==> config.mk <==
export PLATFORM = sky130hd
export DESIGN_NAME = karat_seq_mult_flat
export DESIGN_NICKNAME = d
export VERILOG_FILES = /design/src/rtl/karat_seq_mult_if.sv /design/src/rtl/karat_seq_mult.sv /design/src/flat_wrapper.sv
export SDC_FILE = /design/constraint.sdc
export NUM_CORES = 1
export LEC_CHECK = 0
export ABC_AREA = 0
export CORE_ASPECT_RATIO = 1.5
export CORE_MARGIN = 1.5
export CORE_UTILIZATION = 55
export CTS_BUF_LIST = sky130_fd_sc_hd__clkbuf_2 sky130_fd_sc_hd__clkbuf_4 sky130_fd_sc_hd__clkbuf_8
export DETAILED_ROUTE_END_ITERATION = 6
export HOLD_SLACK_MARGIN = 0.15
export MAX_ROUTING_LAYER = met4
export PLACE_DENSITY = 0.76
export SETUP_SLACK_MARGIN = 0.02
export SYNTH_ARGS = -nofsm -noshare
export SYNTH_HDL_FRONTEND = slang
export SYNTH_SLANG_ARGS = --single-unit
==> constraint.sdc <==
create_clock -name clk -period 18.5 [get_ports clk]
set_input_delay 1.85 -clock clk [delete_from_list [all_inputs] [get_ports clk]]
set_output_delay 1.85 -clock clk [all_outputs]
set_load 0.1 [all_outputs]
==> src/rtl/karat_seq_mult_if.sv <==
// Operand/result handshake bundle for karat_seq_mult: valid/ready on the operand
// side, valid/ready on the product side, plus a busy status flag.
interface karat_seq_mult_if #(
  parameter int WIDTH = 16
);
  logic               in_valid;
  logic               in_ready;
  logic [WIDTH-1:0]   A;
  logic [WIDTH-1:0]   B;
  logic               out_valid;
  logic               out_ready;
  logic [2*WIDTH-1:0] C;
  logic               busy;

  modport master (
    output in_valid, A, B, out_ready,
    input  in_ready, out_valid, C, busy
  );

  modport slave (
    input  in_valid, A, B, out_ready,
    output in_ready, out_valid, C, busy
  );
endinterface

==> src/rtl/karat_seq_mult.sv <==
// Sequential Karatsuba multiplier: three half-width products on one shared (H+1)-bit
// multiplier, then recombined. Define KARAT_SIGNED_EN for two's-complement operands.
module karat_seq_mult #(
  parameter int WIDTH = 16
) (
  input  logic             clk,
  input  logic             rst,
  karat_seq_mult_if.slave  bus
);
  localparam int H  = WIDTH / 2;
  localparam int PW = 2 * H + 2;
  localparam int SW = 2 * WIDTH + 2;

  typedef enum logic [2:0] {
    IDLE  = 3'd0,
    P_LO  = 3'd1,
    P_HI  = 3'd2,
    P_MID = 3'd3,
    COMB  = 3'd4,
    DONE  = 3'd5
  } state_t;

  state_t             state_reg;
  state_t             state_next;

  logic [WIDTH-1:0]   a_reg;
  logic [WIDTH-1:0]   b_reg;
  logic [2*H-1:0]     z0_reg;
  logic [2*H-1:0]     z2_reg;
  logic [PW-1:0]      zm_reg;
  logic [2*WIDTH-1:0] c_reg;
  logic               out_valid_reg;

  logic               accept;
  logic [WIDTH-1:0]   a_mag;
  logic [WIDTH-1:0]   b_mag;
  logic [H-1:0]       a0, a1, b0, b1;
  logic [H:0]         mul_x;
  logic [H:0]         mul_y;
  logic [PW-1:0]      mul_p;
  logic [PW-1:0]      z1;
  logic [SW-1:0]      sum;
  logic [2*WIDTH-1:0] c_res;

  assign accept = bus.in_valid && bus.in_ready;

`ifdef KARAT_SIGNED_EN
  logic sign_reg;
  // Magnitude of the most negative value wraps to itself, which is the correct unsigned value.
  assign a_mag = bus.A[WIDTH-1] ? (~bus.A + WIDTH'(1)) : bus.A;
  assign b_mag = bus.B[WIDTH-1] ? (~bus.B + WIDTH'(1)) : bus.B;
`else
  assign a_mag = bus.A;
  assign b_mag = bus.B;
`endif

  assign a0 = a_reg[H-1:0];
  assign a1 = a_reg[WIDTH-1:H];
  assign b0 = b_reg[H-1:0];
  assign b1 = b_reg[WIDTH-1:H];

  // State register
  always_ff @(posedge clk) begin
    if (rst) begin
      state_reg <= IDLE;
    end else begin
      state_reg <= state_next;
    end
  end

  always_comb begin
    state_next = state_reg;
    case (state_reg)
      IDLE:    if (accept) state_next = P_LO;
      P_LO:    state_next = P_HI;
      P_HI:    state_next = P_MID;
      P_MID:   state_next = COMB;
      COMB:    state_next = DONE;
      DONE:    if (out_valid_reg && bus.out_ready) state_next = IDLE;
      default: state_next = IDLE;
    endcase
  end

  // Operand steering for the single shared sub-multiplier
  always_comb begin
    mul_x = '0;
    mul_y = '0;
    case (state_reg)
      P_LO: begin
        mul_x = {1'b0, a0};
        mul_y = {1'b0, b0};
      end
      P_HI: begin
        mul_x = {1'b0, a1};
        mul_y = {1'b0, b1};
      end
      P_MID: begin
        mul_x = {1'b0, a0} + {1'b0, a1};
        mul_y = {1'b0, b0} + {1'b0, b1};
      end
      default: begin
        mul_x = '0;
        mul_y = '0;
      end
    endcase
  end

  assign mul_p = PW'(mul_x) * PW'(mul_y);

  // zm >= z0 + z2 always holds, so this difference never wraps
  assign z1  = zm_reg - PW'(z0_reg) - PW'(z2_reg);
  assign sum = (SW'(z2_reg) << (2 * H)) + (SW'(z1) << H) + SW'(z0_reg);

`ifdef KARAT_SIGNED_EN
  logic [SW-1:0] sum_signed;
  assign sum_signed = sign_reg ? (~sum + SW'(1)) : sum;
  assign c_res      = sum_signed[2*WIDTH-1:0];
`else
  assign c_res = sum[2*WIDTH-1:0];
`endif

  always_ff @(posedge clk) begin
    if (rst) begin
      a_reg         <= '0;
      b_reg         <= '0;
      z0_reg        <= '0;
      z2_reg        <= '0;
      zm_reg        <= '0;
      c_reg         <= '0;
      out_valid_reg <= 1'b0;
`ifdef KARAT_SIGNED_EN
      sign_reg      <= 1'b0;
`endif
    end else begin
      case (state_reg)
        IDLE: begin
          if (accept) begin
            a_reg    <= a_mag;
            b_reg    <= b_mag;
`ifdef KARAT_SIGNED_EN
            sign_reg <= bus.A[WIDTH-1] ^ bus.B[WIDTH-1];
`endif
          end
        end
        P_LO:  z0_reg <= mul_p[2*H-1:0];
        P_HI:  z2_reg <= mul_p[2*H-1:0];
        P_MID: zm_reg <= mul_p;
        COMB: begin
          c_reg         <= c_res;
          out_valid_reg <= 1'b1;
        end
        DONE: begin
          if (bus.out_ready) out_valid_reg <= 1'b0;
        end
        default: begin
          out_valid_reg <= 1'b0;
        end
      endcase
    end
  end

  assign bus.in_ready  = (state_reg == IDLE) && !rst;
  assign bus.busy      = (state_reg != IDLE) && !rst;
  assign bus.out_valid = out_valid_reg && !rst;
  assign bus.C         = c_reg;
endmodule

==> src/flat_wrapper.sv <==
// flat-port wrapper written by rule: the top's interface ports become plain ports
module karat_seq_mult_flat 
#(
  parameter int WIDTH = 16
)
  (clk, rst, bus_in_valid, bus_A, bus_B, bus_out_ready, bus_in_ready, bus_out_valid, bus_C, bus_busy);
  karat_seq_mult_if #(.WIDTH(WIDTH)) bus_i ();
  input  logic clk;
  input  logic rst;
  input wire logic [$bits(bus_i.in_valid)-1:0] bus_in_valid;
  input wire logic [$bits(bus_i.A)-1:0] bus_A;
  input wire logic [$bits(bus_i.B)-1:0] bus_B;
  input wire logic [$bits(bus_i.out_ready)-1:0] bus_out_ready;
  output wire logic [$bits(bus_i.in_ready)-1:0] bus_in_ready;
  output wire logic [$bits(bus_i.out_valid)-1:0] bus_out_valid;
  output wire logic [$bits(bus_i.C)-1:0] bus_C;
  output wire logic [$bits(bus_i.busy)-1:0] bus_busy;
  assign bus_i.in_valid = bus_in_valid;
  assign bus_i.A = bus_A;
  assign bus_i.B = bus_B;
  assign bus_i.out_ready = bus_out_ready;
  assign bus_in_ready = bus_i.in_ready;
  assign bus_out_valid = bus_i.out_valid;
  assign bus_C = bus_i.C;
  assign bus_busy = bus_i.busy;
  karat_seq_mult #(.WIDTH(WIDTH)) u_core (.clk(clk), .rst(rst), .bus(bus_i));
endmodule
# After elaboration in Yosys (flattened, before gate mapping)
# Index checks and enable logic that the tools add are counted.
dict set report classes {
  add_sub_neg 6
  mul 1
  div 0
  magnitude_cmp 0
  n_eq_ne 8
  n_shift 0
  n_mux 7
  bitwise_logic 1
  n_reduce_logical 12
}
# operator count
set ops {}
lappend ops {{case mux 9 bit (3 select lines)} 2}
lappend ops {{subtractor 18 x 16 -> 18 bit} 2}
lappend ops {{adder 32 x 16 -> 32 bit} 1}
lappend ops {{adder 32 x 26 -> 32 bit} 1}
lappend ops {{adder 8 x 8 -> 9 bit} 2}
lappend ops {{multiplier 9 x 9 -> 18 bit} 1}
lappend ops {{case mux 3 bit (6 select lines)} 1}
lappend ops {{equality test 3 x 2 -> 1 bit (second input constant)} 2}
lappend ops {{equality test 3 bit (second input constant)} 2}
lappend ops {{two-way mux 3 bit} 2}
lappend ops {{AND reduction 2 bit} 3}
lappend ops {{logical AND 1 bit} 5}
lappend ops {{!= test 2 x 1 -> 1 bit (second input constant)} 2}
lappend ops {{OR reduction 4 bit} 1}
lappend ops {{equality test 3 x 1 -> 1 bit (second input constant)} 1}
lappend ops {{logical NOT 3 bit} 1}
lappend ops {{case mux 1 bit (3 select lines)} 1}
lappend ops {{nonzero test 3 bit} 1}
lappend ops {{!= test 2 bit (second input constant)} 1}
lappend ops {{logical NOT 1 bit} 1}
lappend ops {{two-way mux 1 bit} 1}
lappend ops {{inverter 1 bit} 1}
dict set report totals {
  reg_bits 118
  latch_bits 0
  ramBits 0
  mem_bits_ro 0
  inputBits 36
  out_inout_bits 35
  word_cells 43
  mem_count 0
}

# Logic depth before layout (Yosys ltp)
dict set report logic_depth {
  word_depth 5
  depth_mapped 27
  ltp_nobuf 27
}

# Worst setup path before layout
# OpenSTA, ideal clock, no wires.
dict set report synth_timing {
  path_kind {input-to-output}
  startpoint {in rst}
  endpoint {out bus_in_ready}
  t_arrival_ns 4.777
  path_slack_ns 11.873
  cell_stages 1
  n_path_buf 0
  cell_sequence {nor4_1}
}
dict set report synth_between {
  elab_chain_len 2
}
# item line
set synth_rtl {}
lappend synth_rtl {{from (decl)} flat_wrapper.sv:9} ;# input logic rst;
lappend synth_rtl {{logical NOT 1 bit} karat_seq_mult.sv:162} ;# assign bus.in_ready = (state_reg == IDLE) && !rst;
lappend synth_rtl {{logical AND 1 bit} karat_seq_mult.sv:162}
lappend synth_rtl {{to (decl)} flat_wrapper.sv:14} ;# output wire logic [$bits(bus_i.in_ready)-1:0] bus_in_ready;
# No other way between the ends.

# Worst setup path after layout
dict set report layout_timing {
  startpoint {reg u_core.b_reg[0]}
  endpoint {reg u_core.zm_reg[17]}
}
dict set report layout_between {
  elab_chain_len 3
}
# item line
set layout_rtl {}
lappend layout_rtl {{from (decl)} karat_seq_mult.sv:27} ;# logic [WIDTH-1:0] b_reg;
lappend layout_rtl {{from (signal assigned)} karat_seq_mult.sv:139} ;# b_reg <= b_mag;
lappend layout_rtl {{adder 8 x 8 -> 9 bit} karat_seq_mult.sv:99} ;# mul_y = {1'b0, b0} + {1'b0, b1};
lappend layout_rtl {{case mux 9 bit (3 select lines) (*)} karat_seq_mult.sv:88} ;# case (state_reg)
lappend layout_rtl {{multiplier 9 x 9 -> 18 bit (*)} karat_seq_mult.sv:108} ;# assign mul_p = PW'(mul_x) * PW'(mul_y);
lappend layout_rtl {{to (signal assigned)} karat_seq_mult.sv:147} ;# P_MID: zm_reg <= mul_p;
lappend layout_rtl {{to (decl)} karat_seq_mult.sv:30} ;# logic [PW-1:0] zm_reg;
# Every way passes the cells marked *; elsewhere a longest branch is shown, timed or not.
# A chain may end at the register's enable or synchronous reset.

==> flow_summary.ini <==
[run_status]
outcome = finished clean

[timing]
setup_viol = 0
finalClockSkew_ps = 12.08
period_share_pct = 37.16
drv_slew = 0
hold_violations = 0
worst_slew_pin_slew_ps = 1108
fmax_mhz = 145.5
relSlewSlack_pct = 26.04
period_needed_ps = 6874
rsz0062_at_grt = false
final.hold.worst_slack_ps = 450.7
final.setup.tns_ps = 0

[worst_setup_path]
start_kind = register
worstPathArrival_ps = 7190
cp_data_required_time_ps = 18810
r2r_cells = 24
slowest_delay_ps = 550
cp-startpoint = u_core.b_reg[0]$_SDFFE_PP0P_
cp_common_cell = fa_1
crit_fanout = 9
worst-r2r-setup-slack_ps = 11630
cp_slowest_cell = fa_1
crit_type = register to register
end_kind = register
path_cells = ha_1 > fa_1 > a21o_1 > a21oi_1 > o21bai_1 > a21oi_1 > nor2b_1 > o21a_1 > o21ai_1 > nor2b_1 > fa_1 > fa_1 > fa_1 > inv_1 > fa_1 > inv_1 > ha_1 > a2111oi_0 > o21ai_0 > a221oi_1 > o21ai_0 > a21oi_1 > nand3b_1 > a31oi_1
rr_startpoint = u_core.b_reg[0]$_SDFFE_PP0P_
rr_endpoint = u_core.zm_reg[17]$_SDFFE_PP0P_

[finish]
fillers = 1517
seq_area_um2 = 2362
layout_commonest_cell = nand2_1
fin_util_pct = 62.78
nets = 1448
syn2layout_area_growth_pct = 12.00
final_cells = 1480
antennaDiodeCount = 0
final_cell_mix = nand2_1, inv_1, dfxtp_1, a21oi_1, nor2_1
multi_input_area_um2 = 6690
largest_reg_flops = 32
drive_gt1_share_pct = 5.998

[yosys]
netlist_instances = 1209
ys.flop_type = dfxtp_1
synth-edff-count = 0
syn_nets = 1403
ys_types = 60
yosysWarnings = 0
async_flop_share_pct = 0
synth-seq-cells = 118
avgSynthCellArea_um2 = 8.043
ys_seq_area_share_pct = 24.29
syn_area_um2 = 9724

[clock_network]
cts_buffers = 17
cts_resized = 0
tritoncts = done
cts_sinks = 118
cts_buffer_depth = 2
clk_latency_ps = 460
cts-root-buf = clkbuf_8
clkTransAtPathRegs_ps = 80
htree_num_levels = 4
cts_setup_buffers = 0
ctsHoldBuffers = 0

[power]
cellPowerDensity_nw_per_um2 = 68.73
power_uw = 748.6
ir_worst_vdd_uv = 51.22
p_leak_uw = 0.004873

[grt]
grt_pass1_wl_mm = 38.81
overflow = 0
grt_pass1_vias = 8382
grt_usage_pct = 26.37
grt_max_degree = 52
antenna_found_initial = 0

[hold_path]
hp-class = register to register
min_from = u_core.bus.C[24]$_SDFFE_PP0P_
min_to = u_core.bus.C[24]$_SDFFE_PP0P_
holdPathStages = 2

[placed_design]
place_inst = 1448
gp_congestion = 0.9325
portBuffers = 70
dpl.hpwl_mm = 17.70

[detailed_routing]
wl_met1_mm = 8.720
wire_per_inst_um = 15.30
drt-total-wl_mm = 22.64
drt_iter0_drc = 364
drt-vias-per-instance = 5.609
dr_wl_met2_mm = 12.31
wl_met3_um = 654
ant_nets = 0
first_pass_iters = 7
vias = 8301
drcViolationCount = 0
routed.top_layer = met4

[die]
die_h_um = 165.9
fp.dieW_um = 111.6
io_pins = 71
design.core.area_um2 = 17350
dieArea_um2 = 18500
initial_core_util_pct = 56.05
rows = 59

[run]
maxCapViolCount = 0
## cell type report
class / count / area share (%)
inverter: 118 / 4.067
timing repair buffer: 79 / 7.007
tap: 213 / 2.447
multi-input combinational: 920 / 61.42
clock buffer: 17 / 2.148
clock inverter: 15 / 1.218
sequential: 118 / 21.69
## per-layer routing
metal | vias up | GRT usage (%)
met1 | 3924 | 26.79
met3 | 62 | 3.613
met5 | - | -
met4 | 0 | 13.32
met2 | 184 | 48.87
li1 | 4131 | -
## worst max-delay path, delay by kind of cell (launching register included)
family	cells	cell delay [ps]
flops	1	330
buf+inv	2	100
simple gates	3	350
compound gates	12	2810
fa+ha+maj	7	3140
## how the worst max path moves through the flow
stage	end	slack, ps	cells after the start
final	u_core.zm_reg[17]$_SDFFE_PP0P_	11630	24
after global routing	u_core.zm_reg[17]$_SDFFE_PP0P_	10950	24
after CTS	u_core.zm_reg[17]$_SDFFE_PP0P_	11620	24
after detailed placement	u_core.zm_reg[17]$_SDFFE_PP0P_	11650	24
after global placement	u_core.zm_reg[17]$_SDFFE_PP0P_	11800	24
after floorplan	bus_in_ready	11870	1
## power breakdown
group | total [µW] | switching [µW] | internal, µW | leakage (µW)
logic | 248 | 150 | 97.7 | 0.00373
registers | 274 | 9.41 | 264 | 0.000957
clock network | 227 | 128 | 98.8 | 0.000191
total | 749 | 288 | 461 | 0.00487
## synthesized netlist by cell type, types with 4 or more instances
| library cell | instances | share of area, % |
|---|---|---|
| nor2b_1 | 18 | 1.2 |
| o21bai_1 | 6 | 0.46 |
| a21oi_1 | 101 | 5.2 |
| dfxtp_1 | 118 | 24 |
| or2_2 | 10 | 0.64 |
| and3_1 | 4 | 0.26 |
| a22oi_1 | 11 | 0.85 |
| inv_1 | 118 | 4.6 |
| nand3_1 | 34 | 1.7 |
| nor4_1 | 8 | 0.51 |
| mux2i_1 | 4 | 0.41 |
| clkbuf_1 | 41 | 1.6 |
| nor3_1 | 12 | 0.62 |
| a21o_1 | 29 | 2.2 |
| a2111oi_0 | 4 | 0.36 |
| or3_1 | 11 | 0.71 |
| fa_1 | 69 | 14 |
| a31oi_1 | 6 | 0.39 |
| a211o_1 | 5 | 0.45 |
| and2_1 | 6 | 0.39 |
| xnor2_1 | 36 | 3.2 |
| a21o_2 | 4 | 0.36 |
| ha_1 | 89 | 11 |
| mux2_2 | 8 | 0.93 |
| o21a_1 | 10 | 0.77 |
| nand2b_1 | 27 | 1.7 |
| nand3b_1 | 5 | 0.39 |
| nor2_1 | 100 | 3.9 |
| o211ai_1 | 5 | 0.39 |
| buf_1 | 7 | 0.27 |
| o21ai_0 | 20 | 1.0 |
| nand2_1 | 210 | 8.1 |
| xor2_1 | 12 | 1.1 |
| a211oi_1 | 14 | 1.1 |
## cells by family (layout without fill, tap and decap cells)
kind of cell | after synthesis | in the layout | share of synthesized area [%]
AND/OR/NAND/NOR | 456 | 456 | 21.05
adder cells (fa/ha/maj) | 158 | 158 | 25.66
buffers and inverters | 171 | 229 | 6.935
AO/OA/AOI/OAI | 246 | 246 | 16.41
multiplexers | 12 | 12 | 1.338
flip-flops | 118 | 118 | 24.29
XOR/XNOR | 48 | 48 | 4.323
## stage by stage
stage	instance area, µm²	setup WS, ps
global route	10890	10950
global placement	10530	11800
finish	10890	11630
floorplan	9724	11870
CTS	10890	11620
detailed placement	10530	11650
(Power assumes the default switching activity.)
